`src/rtl/dump_window_ctl.sv`:
```
// dump_window_ctl: frame-window trigger for simulation/debug capture.
// Counts frames on vs falling edges, arms once on a MODE-selected condition,
// then runs CH independent dump windows (start offset + length in frames)
// and queues frame-stamped start/stop events in a first-word fall-through FIFO.
//
// Ports:
//   clk, rst            clock, synchronous active-high reset
//   vs                  vertical sync (frame boundary = falling edge)
//   dwnld               ROM download active (falling edge = download end)
//   ch_en[CH]           per-channel enable, sampled at arm; low while ON stops it
//   win_start[16*CH]    per-channel start offset in frames after arm
//   win_len[16*CH]      per-channel window length in frames (0 = unlimited)
//   frame_cnt[FW]       frames seen since reset (saturating)
//   armed               arm condition has occurred
//   dump_on[CH]         per-channel window active
//   ev_valid/ev_ready   event FIFO head handshake
//   ev_stop/ev_ch/ev_frame  head event: stop flag, channel, frame stamp
module dump_window_ctl #(
  parameter int unsigned CH     = 4,
  parameter int unsigned FW     = 32,
  parameter int unsigned MODE   = 0,
  parameter int unsigned START  = 0,
  parameter logic [15:0] MINCYC = 16'd20000,
  parameter int unsigned DEPTH  = 8
) (
  input  logic             clk,
  input  logic             rst,
  input  logic             vs,
  input  logic             dwnld,
  input  logic [CH-1:0]    ch_en,
  input  logic [16*CH-1:0] win_start,
  input  logic [16*CH-1:0] win_len,
  output logic [FW-1:0]    frame_cnt,
  output logic             armed,
  output logic [CH-1:0]    dump_on,
  output logic             ev_valid,
  input  logic             ev_ready,
  output logic             ev_stop,
  output logic [2:0]       ev_ch,
  output logic [FW-1:0]    ev_frame
);

  localparam int unsigned AW = (DEPTH > 2) ? $clog2(DEPTH) : 1;
  localparam int unsigned CW = AW + 1;
  localparam int unsigned EW = FW + 4;
  localparam logic [FW-1:0] START_F   = FW'(START);
  localparam logic [CW-1:0] CNT_FULL  = CW'(DEPTH);
  localparam logic [CW:0]   OCC_LIMIT = (CW + 1)'(DEPTH);

  typedef enum logic [1:0] {S_IDLE, S_WAIT, S_ON, S_DONE} state_t;

  logic          r_vs_l, r_dw_l;
  logic          w_vs_fall, w_dw_fall;
  logic [FW-1:0] r_frame_cnt, w_frame_nxt;
  logic [15:0]   r_cyc_cnt;
  logic [15:0]   r_rel_cnt;
  logic          r_armed, w_arm_cond, w_arm;

  state_t        r_state       [CH];
  logic [15:0]   r_on_cnt      [CH];
  logic [FW-1:0] r_start_frame [CH];
  logic [FW-1:0] r_stop_frame  [CH];
  logic [CH-1:0] r_start_pend, r_stop_pend;
  logic [15:0]   w_win_start   [CH];
  logic [15:0]   w_win_len     [CH];

  logic          w_sel_vld, w_sel_stop, w_room, w_grant;
  logic [2:0]    w_sel_ch;
  logic [FW-1:0] w_sel_frame;
  logic [CW:0]   w_occ;

  logic          r_push, r_push_stop;
  logic [2:0]    r_push_ch;
  logic [FW-1:0] r_push_frame;

  logic [EW-1:0] r_mem [DEPTH];
  logic [AW-1:0] r_wr_ptr, r_rd_ptr;
  logic [CW-1:0] r_count;
  logic          w_pop, w_wr, w_full;
  logic [EW-1:0] w_head;

  // Edge detection and saturating next frame value
  assign w_vs_fall   = r_vs_l & ~vs;
  assign w_dw_fall   = r_dw_l & ~dwnld;
  assign w_frame_nxt = (w_vs_fall && (r_frame_cnt != '1)) ? r_frame_cnt + FW'(1) : r_frame_cnt;

  // Arm condition; one-shot via r_armed
  always_comb begin
    w_arm_cond = 1'b0;
    if (MODE == 0)      w_arm_cond = 1'b1;
    else if (MODE == 1) w_arm_cond = w_dw_fall && (r_cyc_cnt >= MINCYC);
    else if (MODE == 2) w_arm_cond = w_vs_fall && (r_frame_cnt == START_F);
    w_arm = w_arm_cond & ~r_armed;
  end

  // Frame, cycle and post-arm counters
  always_ff @(posedge clk) begin
    if (rst) begin
      r_vs_l      <= 1'b0;
      r_dw_l      <= 1'b0;
      r_frame_cnt <= '0;
      r_cyc_cnt   <= '0;
      r_rel_cnt   <= '0;
      r_armed     <= 1'b0;
    end else begin
      r_vs_l      <= vs;
      r_dw_l      <= dwnld;
      r_frame_cnt <= w_frame_nxt;
      if (r_cyc_cnt != '1) r_cyc_cnt <= r_cyc_cnt + 16'd1;
      if (w_arm) begin
        r_armed   <= 1'b1;
        r_rel_cnt <= '0;
      end else if (r_armed && w_vs_fall && (r_rel_cnt != '1)) begin
        r_rel_cnt <= r_rel_cnt + 16'd1;
      end
    end
  end

  // Per-channel window slices
  always_comb begin
    for (int i = 0; i < int'(CH); i++) begin
      w_win_start[i] = win_start[16*i +: 16];
      w_win_len[i]   = win_len[16*i +: 16];
    end
  end

  // Per-channel window FSMs and pending event flags
  always_ff @(posedge clk) begin
    if (rst) begin
      for (int i = 0; i < int'(CH); i++) begin
        r_state[i]       <= S_IDLE;
        r_on_cnt[i]      <= '0;
        r_start_frame[i] <= '0;
        r_stop_frame[i]  <= '0;
      end
      r_start_pend <= '0;
      r_stop_pend  <= '0;
    end else begin
      for (int i = 0; i < int'(CH); i++) begin
        if (w_grant && (w_sel_ch == 3'(i))) begin
          if (w_sel_stop) r_stop_pend[i]  <= 1'b0;
          else            r_start_pend[i] <= 1'b0;
        end
        case (r_state[i])
          S_IDLE: begin
            if (w_arm) r_state[i] <= ch_en[i] ? S_WAIT : S_DONE;
          end
          S_WAIT: begin
            if ((w_win_start[i] == 16'd0) ||
                (w_vs_fall && ((r_rel_cnt + 16'd1) == w_win_start[i]))) begin
              r_state[i]       <= S_ON;
              r_on_cnt[i]      <= '0;
              r_start_pend[i]  <= 1'b1;
              r_start_frame[i] <= w_frame_nxt;
            end
          end
          S_ON: begin
            // Losing the enable ends the window at once; otherwise the
            // closing frame boundary is the win_len-th since entry.
            if (!ch_en[i] ||
                (w_vs_fall && (w_win_len[i] != 16'd0) &&
                 ((r_on_cnt[i] + 16'd1) == w_win_len[i]))) begin
              r_state[i]      <= S_DONE;
              r_stop_pend[i]  <= 1'b1;
              r_stop_frame[i] <= w_frame_nxt;
            end else if (w_vs_fall && (r_on_cnt[i] != '1)) begin
              r_on_cnt[i] <= r_on_cnt[i] + 16'd1;
            end
          end
          default: ;
        endcase
      end
    end
  end

  always_comb begin
    dump_on = '0;
    for (int i = 0; i < int'(CH); i++) dump_on[i] = (r_state[i] == S_ON);
  end

  // Arbiter: lowest channel wins, start before stop within a channel.
  // Room accounts for the event already held in the push stage.
  always_comb begin
    w_sel_vld   = 1'b0;
    w_sel_stop  = 1'b0;
    w_sel_ch    = '0;
    w_sel_frame = '0;
    for (int i = int'(CH) - 1; i >= 0; i--) begin
      if (r_start_pend[i] || r_stop_pend[i]) begin
        w_sel_vld   = 1'b1;
        w_sel_ch    = 3'(i);
        w_sel_stop  = ~r_start_pend[i];
        w_sel_frame = r_start_pend[i] ? r_start_frame[i] : r_stop_frame[i];
      end
    end
    w_occ   = {1'b0, r_count} + (CW + 1)'(r_push);
    w_room  = (w_occ < OCC_LIMIT);
    w_grant = w_sel_vld & w_room;
  end

  // Push stage between arbiter and FIFO
  always_ff @(posedge clk) begin
    if (rst) begin
      r_push       <= 1'b0;
      r_push_stop  <= 1'b0;
      r_push_ch    <= '0;
      r_push_frame <= '0;
    end else begin
      r_push <= w_grant;
      if (w_grant) begin
        r_push_stop  <= w_sel_stop;
        r_push_ch    <= w_sel_ch;
        r_push_frame <= w_sel_frame;
      end
    end
  end

  // Event FIFO, first-word fall-through
  assign w_full = (r_count == CNT_FULL);
  assign w_pop  = (r_count != '0) & ev_ready;
  assign w_wr   = r_push & (~w_full | w_pop);

  always_ff @(posedge clk) begin
    if (rst) begin
      r_wr_ptr <= '0;
      r_rd_ptr <= '0;
      r_count  <= '0;
    end else begin
      if (w_wr)  r_wr_ptr <= r_wr_ptr + AW'(1);
      if (w_pop) r_rd_ptr <= r_rd_ptr + AW'(1);
      r_count <= r_count + CW'(w_wr) - CW'(w_pop);
    end
  end

  always_ff @(posedge clk) begin
    if (w_wr) r_mem[r_wr_ptr] <= {r_push_stop, r_push_ch, r_push_frame};
  end

  assign w_head    = r_mem[r_rd_ptr];
  assign frame_cnt = r_frame_cnt;
  assign armed     = r_armed;
  assign ev_valid  = (r_count != '0);
  assign ev_stop   = ev_valid & w_head[EW-1];
  assign ev_ch     = ev_valid ? w_head[EW-2 -: 3] : 3'd0;
  assign ev_frame  = ev_valid ? w_head[FW-1:0] : '0;

endmodule

```
`config.mk`:
```
export PLATFORM = sky130hd
export DESIGN_NAME = dump_window_ctl
export DESIGN_NICKNAME = d
export VERILOG_FILES = /design/src/rtl/dump_window_ctl.sv
export SDC_FILE = /design/constraint.sdc
export NUM_CORES = 1
export LEC_CHECK = 0
export CAP_MARGIN = 10
export CORE_AREA = 2 2 299 301
export CTS_BUF_LIST = sky130_fd_sc_hd__clkbuf_4 sky130_fd_sc_hd__clkbuf_8
export DETAILED_ROUTE_END_ITERATION = 6
export DIE_AREA = 0 0 301 303
export PLACE_DENSITY = 0.7
export SLEW_MARGIN = 40
export SYNTH_ARGS = -nofsm -noshare
export SYNTH_HDL_FRONTEND = slang
export SYNTH_SLANG_ARGS = --single-unit
```
`constraint.sdc`:
```
create_clock -name clk -period 4.8 [get_ports clk]
set_clock_uncertainty 0.15 [all_clocks]
set_input_delay 0.72 -clock clk [delete_from_list [all_inputs] [get_ports clk]]
set_output_delay 0.72 -clock clk [all_outputs]
set_load 0.01 [all_outputs]
```
==> results.md <==
* Outcome: finished clean
* Power density over the cells at 382 nW/µm²
* Share of post-route cells with drive strength above 1 at 0.129
* Antenna violations before repair at 3
* Unrepaired setup endpoints after global routing: no
* Final critical delay including setup and external delays at 4090 ps
* Via-per-instance ratio at 5.50
* Met3 Resource Use GR at 0.0421
* Peak VDD IR at 0.000252 V
* DR iter-0 viols at 2098
* Final number of setup-violating endpoints at 0
* Number of resized instances in the post-cts repair step at 0
* Post-synthesis register bit count at 715
* Overall die width at 301 µm
* Number of H-tree levels at 3
* Flip-flop cell with the highest count after synthesis: edfxtp_1
* Maximum count of clock buffers along a single path at 3
* Library cells used by synthesis at 96
* Number of fill cells in the layout at 7827
* Final setup slack of the worst path at 706 ps
* Actual slew at the worst max-slew pin at 829 ps
* Warning count from the yosys run at 0
* Number of buffers inserted to repair setup after CTS at 0
* Pre-CTS worst setup slack at 442 ps
* Number of clock buffers inserted by TritonCTS at 115
* Detailed Place HPWL at 57100 µm
* Part of the Yosys area used for sequential elements at 0.585
* Fraction of met1 tracks used by global routing at 0.250
* Overall Global Routing Usage at 0.184
* Maximum net fanout on the critical path at 26
* Synthesized area per cell at 11.9 µm²
* Max Freq at 244 MHz
* Vias in the first global route at 23400
* Final net count at 3287
* DRC violation count after routing at 0
* Synth Instances at 2929
* First-pass DRT Iterations at 7
* Core ar. at 88000 µm²
* Number of vias after detailed routing at 24200
* Number of port buffers at 208
* Final hold violation count at 0
* Clock transition at path regs at 60 ps
* Setup total negative slack at 0 ps
* Number of pins exceeding their max-slew limit in the final report at 0
* Wire length after detailed routing at 85100 µm
* Cell area after synthesis at 34900 µm²
* Sort of element at the end of the critical path: output pin
* Met2 capacity usage during global routing at 0.296
* Overall die height at 303 µm
* Class of the most critical hold timing path: reg2reg
* Clock Tree Root: clkbuf_8
* Hold_buf cts at 0
* Number of stages on the worst hold path at 2
* Final RePlAce weighted congestion at 0.936
* Period utilization at 0.853
* Standard-cell row count at 109
* Cell count of the worst reg-to-reg path at 9
* Die outline area at 91200 µm²
* Wire length of the first global-routing pass at 133000 µm
* Max Cap Violations at 0
* Starting density of the core at 0.397
* Antenna-violating nets left at 0
* Critical path arrival at 3220 ps
* Leftover overflow at the end of global routing at 0
* Routed WL per cell at 19.3 µm
* Max transition margin at 0.444
* Share of flip-flops with an asynchronous set or reset at 0
* Reported leakage power at 13.3 nW
* TritonCTS clock tree: done
* Top Usage Layer GRT: met2
* Clock Latency Late Sink at 740 ps
* Layout area overhead at 17.1%
* Synthesized Nets at 3085
* Number of top-level pins at 211
* Number of enable-type register cells in the synthesized netlist at 608
* Clock Sink Count at 715
* Kind of start point of the critical path: flip-flop
* Data required, critical path at 3930 ps
* Maximum number of pins on one net before global-route repair at 71
* CP Class: reg2out
path summary, 6_finish.rpt:
kind	startpoint	endpoint	slack, ps
max	flip-flop	ev_frame[3]	710
max reg2reg	r_rel_cnt[1]	r_on_cnt[2][12]	710
min	r_rd_ptr[1]	flip-flop	330
min reg2reg	r_rd_ptr[1]	flip-flop	330
registers in the layout (all words and copies together), names as in the netlist, 8 cells and up, named ones only:
signal / count
r_rel_cnt: 16
r_push_frame: 32
r_on_cnt: 64
r_start_frame: 128
r_mem: 280
frame_cnt: 32
r_state: 8
r_stop_frame: 128
synthesized netlist by cell type (6+ instances only):
| master | instances | area share |
|---|---|---|
| edfxtp_1 | 608 | 0.52 |
| nor2_1 | 440 | 0.047 |
| nand2_1 | 141 | 0.015 |
| xnor2_1 | 140 | 0.035 |
| o21ai_0 | 128 | 0.018 |
| clkbuf_1 | 121 | 0.013 |
| a21oi_1 | 110 | 0.016 |
| dfxtp_1 | 107 | 0.061 |
| inv_1 | 106 | 0.011 |
| nor3_1 | 99 | 0.014 |
| nand3_1 | 78 | 0.011 |
| mux4_2 | 70 | 0.045 |
| nor2b_1 | 66 | 0.012 |
| a221oi_1 | 65 | 0.016 |
| nor4_1 | 60 | 0.011 |
| xor2_1 | 59 | 0.015 |
| nand4_1 | 48 | 0.0086 |
| mux2i_1 | 47 | 0.013 |
| buf_2 | 41 | 0.0059 |
| o311ai_0 | 37 | 0.0093 |
| and3_1 | 25 | 0.0045 |
| nand2b_1 | 22 | 0.0039 |
| and4_1 | 20 | 0.0050 |
| buf_1 | 18 | 0.0019 |
| ha_1 | 18 | 0.0065 |
| xnor3_1 | 16 | 0.010 |
| a31oi_1 | 15 | 0.0027 |
| and2_1 | 12 | 0.0022 |
| or3_1 | 11 | 0.0020 |
| mux2i_2 | 10 | 0.0039 |
| o211ai_1 | 10 | 0.0022 |
| buf_4 | 8 | 0.0017 |
| o2111ai_1 | 8 | 0.0020 |
| or4_1 | 8 | 0.0017 |
| or2_2 | 7 | 0.0013 |
| a21o_1 | 6 | 0.0013 |
| a41oi_2 | 6 | 0.0028 |
| nor4_4 | 6 | 0.0037 |
| o31ai_1 | 6 | 0.0013 |
worst max-delay path: stages (launching register included):
cell	delay, ps
dfxtp_4	690
buf_4	410
mux4_2	550
mux2i_1	240
nor2_1	80
clkdlybuf4s50_1	490
routing by layer:
layer | routed length [µm] | share of wire | vias to the layer above
li1 | - | - | 11400
met1 | 36600 | 0.43 | 11800
met2 | 39800 | 0.47 | 889
met3 | 6680 | 0.078 | 141
met4 | 2030 | 0.024 | 2
met5 | 13 | 0.00015 | -
cell families (layout without fill, tap and decap cells):
| group | after synthesis | in the layout | share of synthesized area |
|---|---|---|---|
| and+or+nand+nor | 1078 | 1078 | 0.153 |
| AOI/OAI and AO/OA | 468 | 468 | 0.0929 |
| DFF | 715 | 715 | 0.585 |
| buffers and inverters | 300 | 602 | 0.0357 |
| muxes | 128 | 128 | 0.0629 |
| adders and majority gates | 20 | 20 | 0.00731 |
| xor gates and xnor gates | 219 | 219 | 0.0630 |
| other | 1 | 3 | 0.000107 |
final cells by class:
type / count / area [µm²] / share of cell area
clock buffers: 171 / 2100 / 0.0515
multi-input cells: 1914 / 13400 / 0.328
flip-flops and latches: 715 / 20400 / 0.499
inverters: 107 / 402 / 0.00983
repair buffers: 278 / 2680 / 0.0655
diodes: 2 / 5.00 / 0.000122
clock inverters: 46 / 390 / 0.00955
well taps: 1165 / 1460 / 0.0357
power by group:
| group | internal (W) | total [W] | leakage (nW) | switching [W] |
|---|---|---|---|---|
| registers | 0.00717 | 0.00754 | 6.77 | 0.000367 |
| clock network | 0.00302 | 0.00555 | 1.33 | 0.00253 |
| logic | 0.00127 | 0.00253 | 5.22 | 0.00126 |
stage by stage:
step	cells	power [W]	cell area, µm²	utilization	hold WS [ps]
after global routing	4398	0.0163	40900	0.465	366
after floorplan	2929	0.00912	34900	-	304
after global placement	4179	0.0102	38400	0.436	308
after detailed placement	4179	0.0102	38400	0.436	316
after CTS	4396	0.0158	40900	0.464	337
final	4398	0.0156	40900	0.465	331
layout by cell type (no fill, tap or decap), types with 10 or more instances in the layout:
| cell type | count |
|---|---|
| and2_1 | 12 |
| buf_4 | 64 |
| nand2b_1 | 22 |
| mux4_2 | 70 |
| nand4_1 | 48 |
| nor2b_1 | 65 |
| clkinv_2 | 14 |
| edfxtp_1 | 608 |
| and4_1 | 20 |
| inv_1 | 106 |
| nor2_1 | 434 |
| mux2i_2 | 10 |
| clkbuf_8 | 131 |
| xnor2_1 | 140 |
| a221oi_1 | 65 |
| mux2i_1 | 47 |
| clkdlybuf4s50_1 | 207 |
| clkbuf_4 | 40 |
| nor4_1 | 60 |
| xor2_1 | 59 |
| ha_1 | 18 |
| dfxtp_1 | 99 |
| clkinv_1 | 20 |
| o311ai_0 | 37 |
| o211ai_1 | 10 |
| and3_1 | 25 |
| a31oi_1 | 14 |
| a21oi_1 | 110 |
| or3_1 | 11 |
| nand3_1 | 78 |
| xnor3_1 | 16 |
| o21ai_0 | 128 |
| nor3_1 | 97 |
| nand2_1 | 141 |
No activity file was read; power rests on OpenSTA's default activity.
